## src/rtl/mem_port_arbiter_if.sv

```systemverilog
// Bus bundle for mem_port_arbiter: instruction port, load/store port and
// the memory pins. The arbiter uses the slave modport; the requesters and
// memory side use the master modport.
interface mem_port_arbiter_if #(
  parameter int ADDR = 16,
  parameter int WORD = 32
);
  // Instruction-fetch port
  logic            i_req;
  logic [ADDR-1:0] i_addr;
  logic            i_gnt;
  logic            i_rvalid;
  logic [WORD-1:0] i_rdata;

  // Load/store port
  logic            d_req;
  logic            d_we;
  logic [ADDR-1:0] d_addr;
  logic [WORD-1:0] d_wdata;
  logic            d_gnt;
  logic            d_rvalid;
  logic [WORD-1:0] d_rdata;

  // Memory pins
  logic [ADDR-1:0] mem_a;
  logic            mem_w;
  logic [WORD-1:0] mem_d;
  logic [WORD-1:0] mem_q;

  modport slave (
    input  i_req, i_addr,
    output i_gnt, i_rvalid, i_rdata,
    input  d_req, d_we, d_addr, d_wdata,
    output d_gnt, d_rvalid, d_rdata,
    output mem_a, mem_w, mem_d,
    input  mem_q
  );

  modport master (
    output i_req, i_addr,
    input  i_gnt, i_rvalid, i_rdata,
    output d_req, d_we, d_addr, d_wdata,
    input  d_gnt, d_rvalid, d_rdata,
    input  mem_a, mem_w, mem_d,
    output mem_q
  );
endinterface

```

## src/rtl/mem_port_arbiter.sv

```systemverilog
// mem_port_arbiter: shares one single-port memory with a one-cycle registered
// read between the instruction port (reads only) and the load/store port.
// One access is accepted per cycle; read data is steered back to the issuer
// in the following cycle.
// Build option: define MEMARB_RR_EN for round-robin arbitration; otherwise
// the load/store port has fixed priority over the instruction port.
module mem_port_arbiter #(
  parameter int ADDR = 16,
  parameter int WORD = 32
) (
  input  logic                clk,
  input  logic                rst,
  mem_port_arbiter_if.slave   bus
);

  typedef enum logic [1:0] {
    RSP_NONE = 2'd0,
    RSP_I    = 2'd1,
    RSP_D    = 2'd2
  } rsp_e;

  rsp_e            rsp_own_r;
  rsp_e            rsp_own_s;
  logic            i_win_s;
  logic            d_win_s;
  logic [ADDR-1:0] mem_a_s;
  logic [ADDR-1:0] mem_a_last_r;
  logic            mem_w_s;
  logic [WORD-1:0] mem_d_s;

`ifdef MEMARB_RR_EN
  // 1 = the load/store port won the most recent accepted access
  logic            last_d_r;
`endif

  // Grant selection; nothing is granted while reset is held
  always_comb begin
    i_win_s = 1'b0;
    d_win_s = 1'b0;
    if (!rst) begin
      i_win_s = 1'b0;
      d_win_s = 1'b0;
    end else if (bus.i_req && bus.d_req) begin
`ifdef MEMARB_RR_EN
      if (last_d_r) begin
        i_win_s = 1'b1;
      end else begin
        d_win_s = 1'b1;
      end
`else
      d_win_s = 1'b1;
`endif
    end else begin
      i_win_s = bus.i_req;
      d_win_s = bus.d_req;
    end
  end

  // Memory pin mux; idle cycles re-read the last address with writes off
  always_comb begin
    mem_a_s = mem_a_last_r;
    mem_w_s = 1'b0;
    mem_d_s = {WORD{1'b0}};
    if (i_win_s) begin
      mem_a_s = bus.i_addr;
      mem_w_s = 1'b0;
      mem_d_s = {WORD{1'b0}};
    end else if (d_win_s) begin
      mem_a_s = bus.d_addr;
      mem_w_s = bus.d_we;
      mem_d_s = bus.d_wdata;
    end else begin
      mem_a_s = mem_a_last_r;
      mem_w_s = 1'b0;
      mem_d_s = {WORD{1'b0}};
    end
  end

  // Owner of the read data that the memory will present next cycle
  always_comb begin
    rsp_own_s = RSP_NONE;
    if (i_win_s) begin
      rsp_own_s = RSP_I;
    end else if (d_win_s && !bus.d_we) begin
      rsp_own_s = RSP_D;
    end else begin
      rsp_own_s = RSP_NONE;
    end
  end

  // Response owner and held memory address
  always_ff @(posedge clk or negedge rst) begin
    if (!rst) begin
      rsp_own_r    <= RSP_NONE;
      mem_a_last_r <= {ADDR{1'b0}};
    end else begin
      rsp_own_r    <= rsp_own_s;
      mem_a_last_r <= mem_a_s;
    end
  end

`ifdef MEMARB_RR_EN
  // Last-winner pointer, moved only when an access is accepted
  always_ff @(posedge clk or negedge rst) begin
    if (!rst) begin
      last_d_r <= 1'b1;
    end else if (i_win_s || d_win_s) begin
      last_d_r <= d_win_s;
    end else begin
      last_d_r <= last_d_r;
    end
  end
`endif

  assign bus.i_gnt    = i_win_s;
  assign bus.d_gnt    = d_win_s;
  assign bus.mem_a    = mem_a_s;
  assign bus.mem_w    = mem_w_s;
  assign bus.mem_d    = mem_d_s;
  assign bus.i_rvalid = (rsp_own_r == RSP_I);
  assign bus.d_rvalid = (rsp_own_r == RSP_D);
  assign bus.i_rdata  = bus.mem_q;
  assign bus.d_rdata  = bus.mem_q;

endmodule

```

## src/flat_wrapper.sv

```systemverilog
// flat-port wrapper written by rule: the top's interface ports become plain ports
module mem_port_arbiter_flat 
#(
  parameter int ADDR = 16,
  parameter int WORD = 32
)
  (clk, rst, bus_i_req, bus_i_addr, bus_i_gnt, bus_i_rvalid, bus_i_rdata, bus_d_req, bus_d_we, bus_d_addr, bus_d_wdata, bus_d_gnt, bus_d_rvalid, bus_d_rdata, bus_mem_a, bus_mem_w, bus_mem_d, bus_mem_q);
  mem_port_arbiter_if #(.ADDR(ADDR), .WORD(WORD)) bus_i ();
  input  logic clk;
  input  logic rst;
  input wire logic [$bits(bus_i.i_req)-1:0] bus_i_req;
  input wire logic [$bits(bus_i.i_addr)-1:0] bus_i_addr;
  output wire logic [$bits(bus_i.i_gnt)-1:0] bus_i_gnt;
  output wire logic [$bits(bus_i.i_rvalid)-1:0] bus_i_rvalid;
  output wire logic [$bits(bus_i.i_rdata)-1:0] bus_i_rdata;
  input wire logic [$bits(bus_i.d_req)-1:0] bus_d_req;
  input wire logic [$bits(bus_i.d_we)-1:0] bus_d_we;
  input wire logic [$bits(bus_i.d_addr)-1:0] bus_d_addr;
  input wire logic [$bits(bus_i.d_wdata)-1:0] bus_d_wdata;
  output wire logic [$bits(bus_i.d_gnt)-1:0] bus_d_gnt;
  output wire logic [$bits(bus_i.d_rvalid)-1:0] bus_d_rvalid;
  output wire logic [$bits(bus_i.d_rdata)-1:0] bus_d_rdata;
  output wire logic [$bits(bus_i.mem_a)-1:0] bus_mem_a;
  output wire logic [$bits(bus_i.mem_w)-1:0] bus_mem_w;
  output wire logic [$bits(bus_i.mem_d)-1:0] bus_mem_d;
  input wire logic [$bits(bus_i.mem_q)-1:0] bus_mem_q;
  assign bus_i.i_req = bus_i_req;
  assign bus_i.i_addr = bus_i_addr;
  assign bus_i_gnt = bus_i.i_gnt;
  assign bus_i_rvalid = bus_i.i_rvalid;
  assign bus_i_rdata = bus_i.i_rdata;
  assign bus_i.d_req = bus_d_req;
  assign bus_i.d_we = bus_d_we;
  assign bus_i.d_addr = bus_d_addr;
  assign bus_i.d_wdata = bus_d_wdata;
  assign bus_d_gnt = bus_i.d_gnt;
  assign bus_d_rvalid = bus_i.d_rvalid;
  assign bus_d_rdata = bus_i.d_rdata;
  assign bus_mem_a = bus_i.mem_a;
  assign bus_mem_w = bus_i.mem_w;
  assign bus_mem_d = bus_i.mem_d;
  assign bus_i.mem_q = bus_mem_q;
  mem_port_arbiter #(.ADDR(ADDR), .WORD(WORD)) u_core (.clk(clk), .rst(rst), .bus(bus_i));
endmodule
```

## config.mk

```make
export PLATFORM = sky130hd
export DESIGN_NAME = mem_port_arbiter_flat
export DESIGN_NICKNAME = d
export VERILOG_FILES = /design/src/rtl/mem_port_arbiter_if.sv /design/src/rtl/mem_port_arbiter.sv /design/src/flat_wrapper.sv
export SDC_FILE = /design/constraint.sdc
export NUM_CORES = 1
export LEC_CHECK = 0
export CAP_MARGIN = 15
export CORE_ASPECT_RATIO = 0.9
export CORE_MARGIN = 1.5
export CORE_UTILIZATION = 24
export CTS_BUF_LIST = sky130_fd_sc_hd__clkbuf_4
export CTS_CLUSTER_SIZE = 30
export DETAILED_ROUTE_END_ITERATION = 10
export PLACE_DENSITY = 0.89
export SLEW_MARGIN = 20
export SYNTH_ARGS = -nofsm -noshare
export SYNTH_HDL_FRONTEND = slang
export SYNTH_SLANG_ARGS = --single-unit
```

## constraint.sdc

```tcl
create_clock -name clk -period 1.1 [get_ports clk]
set_input_delay 0.165 -clock clk [delete_from_list [all_inputs] [get_ports clk]]
set_output_delay 0.165 -clock clk [all_outputs]
set_load 0.1 [all_outputs]
```

After elaboration in Yosys (flattened, before gate mapping)
Cells that the tools add are included.
Word-level totals
  latch bits: 0
  register bits: 18
  memory bits (writable): 0
  memories: 0
  word-level logic and storage cells: 19
  ROM bits: 0
  output and inout bits: 117
Operators by class
  divide/modulo/power cells: 0
  multiplexer cells: 12
  equality and inequality tests: 2
  add/subtract/negate cells: 0
  shift operators: 0
  order comparisons: 0
  bitwise logic cells: 0
  reductions and logical operators: 3
  $mul: 0
Operators by type and width (count)
  2-to-1 mux 32 bit: 2
  2-to-1 mux 16 bit: 2
  2-to-1 mux 1 bit: 6
  2-to-1 mux 2 bit: 2
  equality test 2 x 1 -> 1 bit (second input constant): 1
  equality test 2 bit (second input constant): 1
  logical AND 1 bit: 2
  zero test 1 bit: 1

Logic depth before layout (Yosys ltp)
  word-level depth: 6
  depth in mapped cells: 6

Worst setup path after synthesis
OpenSTA, ideal clock, no wires.
  path kind: input-to-reg
  from: input bus_d_req
  to: register u_core.mem_a_last_r[10]
  arrival: 2766 ps
  library setup time: 344 ps
  setup slack: -2010 ps
  buffers on the path: 3
  cell stages on the path: 6
  cells stage by stage: buf_6 > or2_1 > buf_6 > buf_6 > a21oi_2 > nor3_1
Between the ends
  cells in the longest elaborated chain, start to end: 5
  elaborated cells between the ends (all ways): 7
  those cells by class: mux: 6; reduce/logical: 1
RTL lines
  start, declared: RTL line flat_wrapper.sv:16  | input wire logic [$bits(bus_i.d_req)-1:0] bus_d_req;
  logical AND 1 bit: RTL line mem_port_arbiter.sv:43  | end else if (bus.i_req && bus.d_req) begin
  2-to-1 mux 1 bit: RTL line mem_port_arbiter.sv:43
  2-to-1 mux 1 bit: RTL line mem_port_arbiter.sv:40  | if (!rst) begin
  2-to-1 mux 16 bit: RTL line mem_port_arbiter.sv:68  | end else if (d_win_s) begin
  2-to-1 mux 16 bit (*): RTL line mem_port_arbiter.sv:64  | if (i_win_s) begin
  via bus_mem_a[10]: RTL line flat_wrapper.sv:23  | output wire logic [$bits(bus_i.mem_a)-1:0] bus_mem_a;
  end signal, assigned: RTL line mem_port_arbiter.sv:95  | mem_a_last_r <= {ADDR{1'b0}};
  end signal, assigned: RTL line mem_port_arbiter.sv:98  | mem_a_last_r <= mem_a_s;
  end, declared: RTL line mem_port_arbiter.sv:27  | logic [ADDR-1:0] mem_a_last_r;
The timed path passes the listed nets; every way through them passes the cells marked *.

Worst setup path after layout
  from: input bus_i_req
  to: output bus_mem_a[7]
Between the ends
  cells in the longest elaborated chain, start to end: 5
  elaborated cells between the ends (all ways): 7
  those cells by class: mux: 6; reduce/logical: 1
RTL lines
  start, declared: RTL line flat_wrapper.sv:11  | input wire logic [$bits(bus_i.i_req)-1:0] bus_i_req;
  logical AND 1 bit: RTL line mem_port_arbiter.sv:43
  2-to-1 mux 1 bit: RTL line mem_port_arbiter.sv:43
  2-to-1 mux 1 bit: RTL line mem_port_arbiter.sv:40
  2-to-1 mux 16 bit: RTL line mem_port_arbiter.sv:68
  2-to-1 mux 16 bit (*): RTL line mem_port_arbiter.sv:64
  end, declared: RTL line flat_wrapper.sv:23
Every way passes the cells marked *; elsewhere a longest branch is shown, timed or not.

==> results.tsv <==
metric	value	unit
Die Wd	90.8	µm
Ant. Diodes	0	
DRT antenna net count	0	
commonest non-fill, non-tap cell in the layout	buf_12	
post-synth cell types	17	
Max-Cap Viols	0	
Starting DRT DRC Count	28	
GR Overflow Total	0	
RSZ-0062 raised after global routing	yes	
Crit path max-delay family	simple AND/OR/NAND/NOR gates	
DRC Markers	0	
clk sinks	18	
number of vias per cell	4.55	
Max clock buf depth	2	
Worst EP arrival	1.20	ns
critical path, cell by cell	buf_6 -> nor2b_4 -> buf_6 -> and3b_2 -> nor3_4 -> buf_12	
Final Core Density	0.611	
Synth area leader	buf_4	
CP required	0.94	ns
Seq/Total Area, Yosys	0.270	
Pre-antenna DRT Iters	3	
status	finished, violations left	
synth top area cells	buf_4 (29%), dfrtp_1 (27%), and3_1 (12%)	
CTS tree	done	
share of cells above drive strength 1	0.673	
largest net degree at the start of global routing	33	
gp weighted congestion	0.789	
Synth top area share	0.288	
H-tree levels	1	
peak supply drop	0.573	mV
Period Utilization, post-route	1.24	
met1 Use GR	0.182	
post-route minimum period	1.37	ns
Syn Area/Cell	8.25	µm²
detailed-route wire length per cell	17.5	µm
effective utilization at floorplan	0.250	
clk_lat worst skew	0.30	ns
Max Fclk	731	MHz
Hold Path Class	in -> reg	
Hold Violations, Final	0	
Final Slew Violations	0	
most frequent cells in the layout	buf_12 (60), dlygate4sd2_1 (47), and3_4 (33)	
Least-Margin Pin Slew	0.311	ns
routing usage on met2	0.332	
met3 Resource Use GR	0.0639	
synthesized flop and latch total	18	
crit end category	output pin	
GRT Util Overall	0.174	
Leak	1.82	nW
Setup-failing EPs final	29	
clock slew at reported path FFs	0.12	ns
CP dominant cell by count	buf_6	
Die Y-Extent	82.1	µm
final net count	402	
slack of the critical path	-0.268	ns
post-route cell area	4070	µm²
CP max-delay cell	nor3_4	
Syn Std Cell Area	1670	µm²
Pwr Density	924	nW/µm²
first-pass GRT wire length	10000	µm
CP Class	in -> out	
I/O pin count	218	
vias in the first global route	1875	
Area Growth Syn to Fin	144	%
FP Rows	28	
Vias	1775	
die area	7450	µm²
core box area	6660	µm²
failing checks	setup timing	
grt peak-use layer	met2	
Num CTS Buffers	3	
Yosys warnings	0	
startpoint types	primary input	
IO buf count	121	
area of placed instances	3500	µm²
initial antenna violation count	0	
CTS root buf	clkbuf_4	
clk_skew	0	ns
cell count after synthesis	202	
Worst Path Max Fanout	4	
worst path bufs/invs	3	
final WL	6810	µm
DPL Wire Length	4740	µm
CP peak stage delay	0.27	ns
Synthesized Nets	303	
Slew HR	0.792	
-- per-layer routing --
layer  wire length (µm)  vias up
li1                   -      814
met1               2420      826
met2               3590      112
met3                619       23
met4                178        0
met5                  0        -
-- synthesized netlist by cell type --
master / instances
buf_4: 64
inv_1: 1
and2_1: 1
a21oi_2: 10
a21oi_1: 6
nand2_2: 1
and3_1: 33
buf_2: 4
nor3_1: 16
nor2_1: 17
buf_6: 3
and3b_1: 16
dfrtp_1: 18
nor2b_1: 2
or2_1: 1
clkbuf_1: 8
nor2b_2: 1
-- stage by stage --
| stage | TNS (ns) | std cells | power, W | hold WS (ns) | worst slack, ns |
|---|---|---|---|---|---|
| after floorplan | -17.73 | 202 | 0.00329 | -0.131 | -0.562 |
| after global placement | -36.03 | 352 | 0.00313 | 0.189 | -0.662 |
| after detailed placement | -37.40 | 352 | 0.00317 | 0.193 | -0.675 |
| after CTS | -4.65 | 382 | 0.00374 | 0.163 | -0.295 |
| after global routing | -6.27 | 390 | 0.00391 | 0.185 | -0.310 |
| final | -5.09 | 390 | 0.00376 | 0.187 | -0.268 |
-- cell families after synthesis --
group	synth area share
buffers and inverters	0.341
DFF	0.270
and+or+nand+nor	0.318
AOI/OAI and AO/OA	0.0706
-- path summary, 6_finish.rpt --
| kind | startpoint | to | slack (ns) | depth (start not counted) |
|---|---|---|---|---|
| setup / recovery | bus_i_req | bus_mem_a[7] | -0.27 | 6 |
| hold / removal | bus_d_we | u_core.rsp_own_r[1] | 0.19 | 2 |
| setup reg to reg | u_core.mem_a_last_r[6] | u_core.mem_a_last_r[6] | 0.04 | 5 |
| hold reg to reg | u_core.mem_a_last_r[7] | u_core.mem_a_last_r[7] | 0.63 | 2 |
| max in group asynchronous | rst | u_core.mem_a_last_r[10] | 0.37 | 5 |
| min in group asynchronous | rst | u_core.mem_a_last_r[14] | 0.43 | 3 |
-- flip-flops by register name (all words and copies together), names as in the netlist --
signal	flops
u_core.mem_a_last_r	16
u_core.rsp_own_r	2
-- where the power goes --
part	switching, W	total [W]	internal [W]
registers	0.0000481	0.000789	0.000741
logic	0.00150	0.00260	0.00110
clock network	0.000241	0.000374	0.000132
total	0.00179	0.00376	0.00198
-- layout make-up --
type	count	area, µm²
Clock buffer	3	22.5
Tap cell	90	113
Inverter	1	7.51
Timing Repair Buffer	173	2320
Sequential cell	18	450
Multi-Input combinational cell	104	1150
Clock inverter	1	3.75
Fill cell	473	2590
-- repair_timing --
| item | CTS | global route |
|---|---|---|
| hold buffers | 8 | 0 |
| endpoints found under the setup margin | 69 | 50 |
| endpoints found under the hold margin | 18 | 0 |
| setup buffers | 16 | 6 |
| pin swaps | 18 | 21 |
| cloned | 3 | 3 |
| gates resized for setup | 116 | 25 |
Power figures use the tool's default switching activity.
